--- src/rtl/alu_seq_ctrl.sv ---
`default_nettype none
// ============================================================================
// Module   : alu_seq_ctrl
// Function : Runs a W-bit operation through one external 4-bit ALU slice,
//            one nibble per clock, rippling the carry between slices.
// Revision : 1.0 - initial release
// ============================================================================
module alu_seq_ctrl #(
    parameter int NIBBLES = 4
) (
    input  logic                   clk,
    input  logic                   rst,
    input  logic                   start,
    input  logic [3:0]             op_s,
    input  logic                   op_m,
    input  logic                   cn_n,
    input  logic [4*NIBBLES-1:0]   a,
    input  logic [4*NIBBLES-1:0]   b,
    output logic                   busy,
    output logic                   done,
    output logic [4*NIBBLES-1:0]   f,
    output logic                   cout_n,
    output logic                   eq,
    output logic [3:0]             alu_a,
    output logic [3:0]             alu_b,
    output logic [3:0]             alu_s,
    output logic                   alu_m,
    output logic                   alu_cn_n,
    input  logic [3:0]             alu_f,
    input  logic                   alu_cnplus,
    input  logic                   alu_eq
);

    localparam int c_W  = 4 * NIBBLES;
    localparam int c_CW = (NIBBLES > 1) ? $clog2(NIBBLES) : 1;
    localparam logic [c_CW-1:0] c_LAST = c_CW'(NIBBLES - 1);

    typedef enum logic [1:0] {
        S_IDLE = 2'd0,
        S_RUN  = 2'd1,
        S_DONE = 2'd2
    } state_t;

    state_t            r_state;
    logic [c_CW-1:0]   r_cnt;
    logic [c_W-1:0]    r_a;
    logic [c_W-1:0]    r_b;
    logic [3:0]        r_s;
    logic              r_m;
    logic              r_carry_n;
    logic              r_eq_acc;
    logic [c_W-1:0]    r_f_acc;

    logic [c_CW+1:0]   w_base;
    logic [c_W-1:0]    w_f_next;

    // Accumulator with the current slice result merged in, so the final edge
    // can publish all nibbles including the one being computed right now.
    always_comb begin
        w_base   = {r_cnt, 2'b00};
        w_f_next = r_f_acc;
        w_f_next[w_base +: 4] = alu_f;
    end

    always_comb begin
        alu_a    = 4'd0;
        alu_b    = 4'd0;
        alu_s    = 4'd0;
        alu_m    = 1'b0;
        alu_cn_n = 1'b1;
        if (r_state == S_RUN) begin
            alu_a    = r_a[w_base +: 4];
            alu_b    = r_b[w_base +: 4];
            alu_s    = r_s;
            alu_m    = r_m;
            alu_cn_n = r_carry_n;
        end
    end

    always_ff @(posedge clk) begin
        if (rst) begin
            r_state   <= S_IDLE;
            r_cnt     <= '0;
            r_a       <= '0;
            r_b       <= '0;
            r_s       <= 4'd0;
            r_m       <= 1'b0;
            r_carry_n <= 1'b1;
            r_eq_acc  <= 1'b0;
            r_f_acc   <= '0;
            busy      <= 1'b0;
            done      <= 1'b0;
            f         <= '0;
            cout_n    <= 1'b1;
            eq        <= 1'b0;
        end else begin
            case (r_state)
                S_IDLE: begin
                    if (start) begin
                        r_a       <= a;
                        r_b       <= b;
                        r_s       <= op_s;
                        r_m       <= op_m;
                        r_carry_n <= cn_n;
                        r_eq_acc  <= 1'b1;
                        r_cnt     <= '0;
                        busy      <= 1'b1;
                        r_state   <= S_RUN;
                    end
                end
                S_RUN: begin
                    r_f_acc   <= w_f_next;
                    r_carry_n <= alu_cnplus;
                    r_eq_acc  <= r_eq_acc & alu_eq;
                    if (r_cnt == c_LAST) begin
                        r_cnt   <= '0;
                        f       <= w_f_next;
                        cout_n  <= alu_cnplus;
                        eq      <= r_eq_acc & alu_eq;
                        done    <= 1'b1;
                        r_state <= S_DONE;
                    end else begin
                        r_cnt <= r_cnt + 1'b1;
                    end
                end
                S_DONE: begin
                    done    <= 1'b0;
                    busy    <= 1'b0;
                    r_state <= S_IDLE;
                end
                default: begin
                    done    <= 1'b0;
                    busy    <= 1'b0;
                    r_state <= S_IDLE;
                end
            endcase
        end
    end

endmodule
`default_nettype wire

--- config.mk ---
export PLATFORM = sky130hd
export DESIGN_NAME = alu_seq_ctrl
export DESIGN_NICKNAME = d
export VERILOG_FILES = /design/src/rtl/alu_seq_ctrl.sv
export SDC_FILE = /design/constraint.sdc
export NUM_CORES = 1
export LEC_CHECK = 0
export ABC_AREA = 1
export ABC_CLOCK_PERIOD_IN_PS = 2300
export BUFFER_PORTS_ARGS = -buffer_cell sky130_fd_sc_hd__buf_2
export CORE_ASPECT_RATIO = 1.25
export CORE_MARGIN = 4
export CORE_UTILIZATION = 40
export DETAILED_ROUTE_END_ITERATION = 10
export PLACE_DENSITY_LB_ADDON = 0.08
export REMOVE_ABC_BUFFERS = 1
export SYNTH_ARGS = -nofsm -noshare
export SYNTH_HDL_FRONTEND = slang
export SYNTH_SLANG_ARGS = --single-unit
--- constraint.sdc ---
create_clock -name clk -period 2.3 [get_ports clk]
set_input_delay 0.345 -clock clk [delete_from_list [all_inputs] [get_ports clk]]
set_output_delay 0.345 -clock clk [all_outputs]
set_load 0.02 [all_outputs]
; Word level (Yosys, flattened, before mapping)
; Index checks and enable logic that the tools add are counted.
[totals]
register_bits = 79
inputBits = 47
out_inout_bits = 34
wordCells = 54
[classes]
add_sub_neg = 2
eq_ne = 4
shifts = 4
muxes = 19
n_bitwise = 3
n_reduce_logical = 8
[op_table]
columns = op, count
row1 = variable part select 16 x 5 -> 4 bit, 2
row2 = bitwise mux 16 bit, 1
row3 = variable shift 4 x 6 -> 16 bit (first input constant), 1
row4 = variable part select 4 x 6 -> 16 bit, 1
row5 = two-way mux 4 bit, 3
row6 = AND reduction 2 bit, 6
row7 = two-way mux 2 bit, 4
row8 = case mux 1 bit (2 select lines), 4
row9 = case mux 2 bit (2 select lines), 2
row10 = negation 4 -> 6 bit, 1
row11 = two-way mux 1 bit, 5
row12 = adder 2 x 1 -> 2 bit (second input constant), 1
row13 = == test 2 x 1 -> 1 bit (second input constant), 1
row14 = == test 2 bit (second input constant), 1
row15 = zero test 2 bit, 1
row16 = inequality test 2 x 1 -> 1 bit (second input constant), 1
row17 = inequality test 2 bit (second input constant), 1
row18 = inverter 1 bit, 2
row19 = nonzero test 2 bit, 1
row20 = bitwise AND 1 bit, 1

; Longest topological paths before layout
; Gate-level depths: netlist (run 1).
[logic_depth]
depth_word = 3
ltp_mapped = 10
depth_no_buf = 9

; Worst setup path before layout (run 1)
; Ideal clock, no wire load.
[synth_timing]
path_kind = reg2reg
startpoint = register r_cnt[1]
endpoint = register f[7]
arrival_ns = 1.604
path_slack_ns = 0.640
path_stages_with_launch = 11
path_buffers = 1
synth_period_minus_slack_ns = 1.660
cell_sequence = dfxtp_1 -> buf_4 -> clkinv_1 -> ha_1 -> inv_1 -> nand2_1 -> nor2_1 -> nand2_1 -> nand3_1 -> nand2_1 -> inv_1
[synth_via]
elab_chain_cells = 3
elab_cells_between_ends = 6
[synth_lines]
columns = element, line
row1 = from (decl), 45  ; logic [c_CW-1:0] r_cnt;
row2 = from (signal assigned), 123  ; r_cnt <= r_cnt + 1'b1;
row3 = negation 4 -> 6 bit, 62  ; w_f_next[w_base +: 4] = alu_f;
row4 = variable part select 4 x 6 -> 16 bit / variable shift 4 x 6 -> 16 bit (equally long branches), 62
row5 = bitwise mux 16 bit, 62
row6 = to (signal assigned), 117  ; f <= w_f_next;
row7 = to (decl), 21  ; output logic [4*NIBBLES-1:0] f,
; Parallel ways exist; a longest one is shown, timed or not.
; A chain may end at the register's enable or synchronous reset.

; Final worst setup path (run 1)
[layout_timing]
startpoint = register r_state[1]
endpoint = output alu_cn_n
[layout_via]
elab_chain_cells = 2
[layout_lines]
columns = element, line
row1 = from (decl), 44  ; state_t r_state;
row2 = from (signal assigned), 82  ; r_state <= S_IDLE;
row3 = from (signal assigned), 108  ; r_state <= S_RUN;
row4 = from (signal assigned), 121  ; r_state <= S_DONE;
row5 = == test 2 x 1 -> 1 bit, 71  ; if (r_state == S_RUN) begin
row6 = two-way mux 1 bit, 71
row7 = to (decl), 28  ; output logic alu_cn_n,
; No other way between the ends.

==> results.yml, run 1 <==
pwr:
  ir_drop_mv: 0.379
  power_density_mw_per_mm2: 693
  p_leak_nw: 2.12
timing:
  period_share: 0.932
  fmaxAchievable_mhz: 466
  finalSetupViolCount: 0
  clock-skew-final_ns: 0.00964
  report.final.slew_viol_count: 0
  grt_setup_unrepaired: "no"
  tns_ns: 0
  max-slew-margin-rel: 0.605
  worst_pin_slew_ns: 0.591
  hold_viol: 0
  fin_crit_ns: 2.14
critical_path:
  reg2regPathDepth: 9
  required_ns: 1.96
  reg2reg_from: "r_cnt[1]$_SDFFE_PP0P_"
  critPathMaxFanout: 15
  cp.arrival_ns: 1.80
  rrSetupSlack_ns: 0.45
  cp-start-kind: "register"
  critPathCaptureType: "output port"
  r2r-end: "r_f_acc[5]$_SDFFE_PP0P_"
  critPathKind: "reg2out"
  setup.worst_path.start: "r_state[1]$_SDFFE_PP0P_"
clock_network:
  cts_tree: "yes"
  clkTransAtPathRegs_ns: 0.08
  clock_path_buffers: 2
  cts_inserted_buffers: 9
  hold_buffers: 0
  htreeDepth: 3
  post_cts_buffers: 0
  clk-insertion-delay-late_ns: 0.36
  cts_root_buffer: "clkbuf_8"
  ctsResizeCount: 0
  clkSinkCount: 79
global_route:
  gr-usage-all-layers: 0.168
  antenna_found_initial: 0
  grt_pass1_vias: 3372
  grt_max_degree: 44
  grt_pass1_wl_um: 14600
  grt_overflow: 0
drt:
  vias: 3451
  viasPerCell: 4.66
  totalWireLength_um: 8550
  drc_errors: 0
  ant_nets: 0
  drt_iter0_markers: 136
  wl_per_cell_um: 11.5
  first_pass_iters: 4
synth:
  ys_seq_area_frac: 0.433
  avgSynthCellArea_sq_um: 6.70
  synthCells: 545
  synth_area_sq_mm: 0.00365
  netlist.area_leader.share: 0.433
  synthArstFlopShare: 0
  synthTopCellsByArea: "dfxtp_1 43%, nor2_1 15%, nand2_1 7.5%"
  synthFlopType: "dfxtp_1"
  synth-seq-cells: 79
  ys_types: 23
  synth_area_leader_cell: "dfxtp_1"
  synth_edf_count: 0
  yosys_warnings: 0
finish:
  final_nets: 669
  antennaDiodeCount: 0
  drive_gt1_frac: 0.182
  fin_area_sq_mm: 0.00432
  syn_to_final_growth_pct: 18.2
min_path:
  hold_end: "r_carry_n$_SDFFE_PP1P_"
  min_path_cells: 3
  worst_hold_path_type: "in2reg"
  min_from: "cn_n"
floorplan:
  io_pins: 81
  start_util: 0.415
  fp-row-count: 38
  chipWidth_um: 93.5
  core_sq_mm: 0.00880
  fp.dieArea_sq_mm: 0.0107
  fp.dieH_um: 115
run:
  drv_cap: 0
placement:
  postPlaceCellArea_sq_mm: 0.00411
  io_buffers: 80
  routabilityCongestion: 0.788
  dpl.hpwl_um: 5920
outcome:
  status: "finished clean"
## worst max path at each step
stage                     cells past startpoint  slack (ns)                 endpoint
after global placement                        4        0.55                 alu_cn_n
after CTS                                     4        0.11                 alu_cn_n
after detailed placement                      9        0.48  r_f_acc[4]$_SDFFE_PP0P_
after global routing                          4        0.04                 alu_cn_n
final                                         4        0.16                 alu_cn_n
after floorplan                               9        0.30        f[4]$_SDFFE_PP0P_
## cell families after synthesis
family | after synthesis | share of synthesized area
adder cells (fa/ha/maj) | 6 | 0.0205
flip-flops | 79 | 0.433
AND/OR/NAND/NOR | 268 | 0.303
AO/OA/AOI/OAI | 92 | 0.127
buffers and inverters | 100 | 0.116
## state kept, by name, summed over array words and instances, names as in the netlist
register   count
busy           1
r_carry_n      1
eq             1
r_cnt          2
r_state        2
f             16
r_s            4
r_m            1
r_f_acc       16
done           1
r_b           16
r_eq_acc       1
r_a           16
cout_n         1
## worst max-delay path: stages, from the launching register on
cell	delay [ns]
dfxtp_1	0.39
inv_2	0.12
nand2_1	0.36
or2_2	0.42
buf_2	0.16
## final cells by class
type	instances	area, sq um
clock buffer	11	151
clock inverter	5	56.3
fill	961	4480
inverter	72	273
multi-input combinational	366	1650
sequential	79	1580
tap	120	150
timing repair buffer	88	460
## cells in the final DEF, fill, tap and decap left out, types with 3 or more instances in the layout
cell type / n
ha_1: 6
dfxtp_1: 79
inv_2: 3
nand2_1: 73
o21ai_1: 3
buf_4: 8
nand4_1: 5
o21ai_0: 54
inv_1: 67
a21oi_1: 34
nand3_1: 38
nor2_1: 147
buf_2: 80
clkbuf_8: 11
## per-stage QoR
stage	power [mW]	util	cells	setup slack (ns)	hold WS (ns)
2_1_floorplan	1.81	-	517	0.296	0.407
3_3_place_gp	1.95	0.467	725	0.549	0.439
3_5_place_dp	1.96	0.467	725	0.475	0.445
4_1_cts	3.03	0.491	741	0.113	0.176
5_1_grt	3.16	0.491	741	0.0422	0.214
6_report	2.99	0.491	741	0.156	0.192
## metal layers
layer	vias up	track usage	share of wire
li1	1838	-	-
met2	71	0.297	0.48
met4	0	0.0762	0.020
met5	-	0	0
met1	1531	0.201	0.46
met3	11	0.0249	0.036
## power breakdown
group	total (mW)	leakage [nW]	switching (mW)	internal, mW
Combinational	0.428	1.36	0.272	0.156
Sequential	1.50	0.649	0.0403	1.46
Clock	1.07	0.105	0.512	0.559
## cells in the mapped netlist (5+ instances only)
| cell | number |
|---|---|
| nand3_1 | 38 |
| nand2_1 | 73 |
| dfxtp_1 | 79 |
| nand4_1 | 5 |
| a21oi_1 | 34 |
| buf_2 | 11 |
| nor2_1 | 147 |
| ha_1 | 6 |
| o21ai_0 | 54 |
| inv_1 | 67 |
| clkbuf_1 | 11 |
Power figures use the tool's default switching activity.
==> inputs of run 2 (changes only) <==
--- a/config.mk
+++ b/config.mk
@@ -5,7 +5,6 @@
 export SDC_FILE = /design/constraint.sdc
 export NUM_CORES = 1
 export LEC_CHECK = 0
-export ABC_AREA = 1
 export ABC_CLOCK_PERIOD_IN_PS = 2300
 export BUFFER_PORTS_ARGS = -buffer_cell sky130_fd_sc_hd__buf_2
 export CORE_ASPECT_RATIO = 1.25
==> results.yml, run 2 <==
synth:
  synth.most_common_cell: "nand2_1"
  synth_area_sq_mm: 0.00339
  ys_seq_area_frac: 0.467
  synthFlopType: "dfxtp_1"
  synth.top_cells.by_count: "80 x nand2_1, 79 x dfxtp_1, 44 x a21oi_1"
  synthArstFlopShare: 0
  synthTopCellsByArea: "dfxtp_1 47%, nand2_1 8.9%, a21oi_1 6.5%"
  synthCells: 377
  synth-seq-cells: 79
  ys_types: 36
  synth_area_leader_cell: "dfxtp_1"
  yosys_warnings: 0
  avgSynthCellArea_sq_um: 8.98
  synth_edf_count: 0
  netlist.area_leader.share: 0.467
finish:
  drive_gt1_frac: 0.258
  fin_area_sq_mm: 0.00413
  layout_common_cells: "80 x nand2_1, 80 x buf_2, 79 x dfxtp_1, 44 x a21oi_1, 28 x nor2_1"
  syn_to_final_growth_pct: 21.9
  final_nets: 509
  instances_no_fill: 558
  seq_area_sq_mm: 0.00158
  multi_input_area_sq_mm: 0.00164
  antennaDiodeCount: 0
  fillers: 835
timing:
  grt_setup_unrepaired: "no"
  period_share: 0.923
  report.final.slew_viol_count: 0
  worst_pin_slew_ns: 0.408
  fmaxAchievable_mhz: 471
  clock-skew-final_ns: 0.00988
  fin_crit_ns: 2.12
  max-slew-margin-rel: 0.728
  finalSetupViolCount: 0
  hold_viol: 0
floorplan:
  start_util: 0.411
  io_pins: 81
  chipWidth_um: 90.3
  core_sq_mm: 0.00824
  fp-row-count: 37
  fp.dieH_um: 111
  fp.dieArea_sq_mm: 0.0100
critical_path:
  critPathCaptureType: "output port"
  cp-start-kind: "register"
  cp.arrival_ns: 1.78
  critPathMaxFanout: 13
  setup.worst_path.start: "r_cnt[0]$_SDFFE_PP0P_"
  required_ns: 1.96
  critPathKind: "reg2out"
  reg2reg_from: "r_cnt[0]$_SDFFE_PP0P_"
  path_cells: "buf_4 -> mux4_1 -> and2_1 -> buf_2"
  reg2regPathDepth: 6
  slowest_stage: "mux4_1"
  cpPeakStageDelay_ns: 0.58
clock_network:
  clkTransAtPathRegs_ns: 0.09
  post_cts_buffers: 0
  cts_tree: "yes"
  hold_buffers: 0
  clkSinkCount: 79
  cts_inserted_buffers: 9
  cts_root_buffer: "clkbuf_8"
  ctsResizeCount: 0
  clock_path_buffers: 2
  htreeDepth: 3
  clk-insertion-delay-late_ns: 0.35
min_path:
  min_from: "alu_cnplus"
  min_path_cells: 3
  worst_hold_path_type: "in2reg"
pwr:
  ir_drop_mv: 0.369
  power_density_mw_per_mm2: 715
  p_leak_nw: 1.79
placement:
  postPlaceCellArea_sq_mm: 0.00390
  io_buffers: 80
  routabilityCongestion: 0.773
  place_inst: 542
  dpl.hpwl_um: 5670
outcome:
  status: "finished clean"
global_route:
  grt_overflow: 0
  grt_pass1_vias: 2794
  grt_pass1_wl_um: 13400
  gr-usage-all-layers: 0.164
  antenna_found_initial: 0
  grt_max_degree: 28
drt:
  ant_nets: 0
  wl_per_cell_um: 14.4
  drc_errors: 0
  viasPerCell: 5.16
  drt_iter0_markers: 130
  vias: 2881
  first_pass_iters: 4
  totalWireLength_um: 8040
run:
  drv_cap: 0
run 2: area by class of cell:
| type | instances | share of cell area |
|---|---|---|
| multi-input cells | 263 | 0.398 |
| clock inverters | 5 | 0.0194 |
| flip-flops and latches | 79 | 0.383 |
| repair buffers | 97 | 0.128 |
| well taps | 97 | 0.0294 |
| clock buffers | 11 | 0.0367 |
| inverters | 6 | 0.00545 |
run 2: kinds of logic (layout without fill, tap and decap cells):
| group | count (synthesis) | in the layout | share of synthesized area |
|---|---|---|---|
| DFF | 79 | 79 | 0.467 |
| and+or+nand+nor | 168 | 168 | 0.239 |
| muxes | 8 | 8 | 0.0610 |
| buffers and inverters | 35 | 119 | 0.0502 |
| AOI/OAI and AO/OA | 81 | 81 | 0.160 |
| adders and majority gates | 6 | 6 | 0.0222 |
run 2: worst paths after layout:
path	end	slack [ns]
setup / recovery	alu_b[3]	0.18
hold / removal	cout_n$_SDFFE_PP1P_	0.22
setup reg to reg	r_f_acc[7]$_SDFFE_PP0P_	0.45
hold reg to reg	r_carry_n$_SDFFE_PP1P_	0.44
run 2: layer usage:
layer / share of wire / up-vias / GRT usage
li1: - / 1478 / -
met1: 0.44 / 1308 / 0.200
met2: 0.48 / 77 / 0.275
met3: 0.057 / 18 / 0.0360
met4: 0.028 / 0 / 0.0776
met5: 0 / - / 0
run 2: critical path, delay by kind of cell, from the launching register on:
kind / cells / cell delay [ns]
multiplexers: 1 / 0.58
buffers and inverters: 2 / 0.36
flip-flops: 1 / 0.33
AND/OR/NAND/NOR: 1 / 0.17
run 2: through the flow:
step                      total power [mW]   util  TNS [ns]  setup WS, ns  hold WS [ns]
final                                 2.95  0.501         0         0.176         0.216
after global routing                  3.08  0.501         0        0.0398         0.217
after CTS                             2.98  0.501         0         0.142         0.200
after detailed placement              1.80  0.473         0         0.458         0.430
after global placement                1.80  0.473         0         0.505         0.428
after floorplan                       1.64      -    -0.536       -0.0914         0.413
run 2: report_power, final:
part / internal [mW] / switching [mW] / leakage (nW)
clock network: 0.669 / 0.517 / 0.112
logic: 0.135 / 0.184 / 1.03
registers: 1.42 / 0.0264 / 0.644
total: 2.22 / 0.728 / 1.79
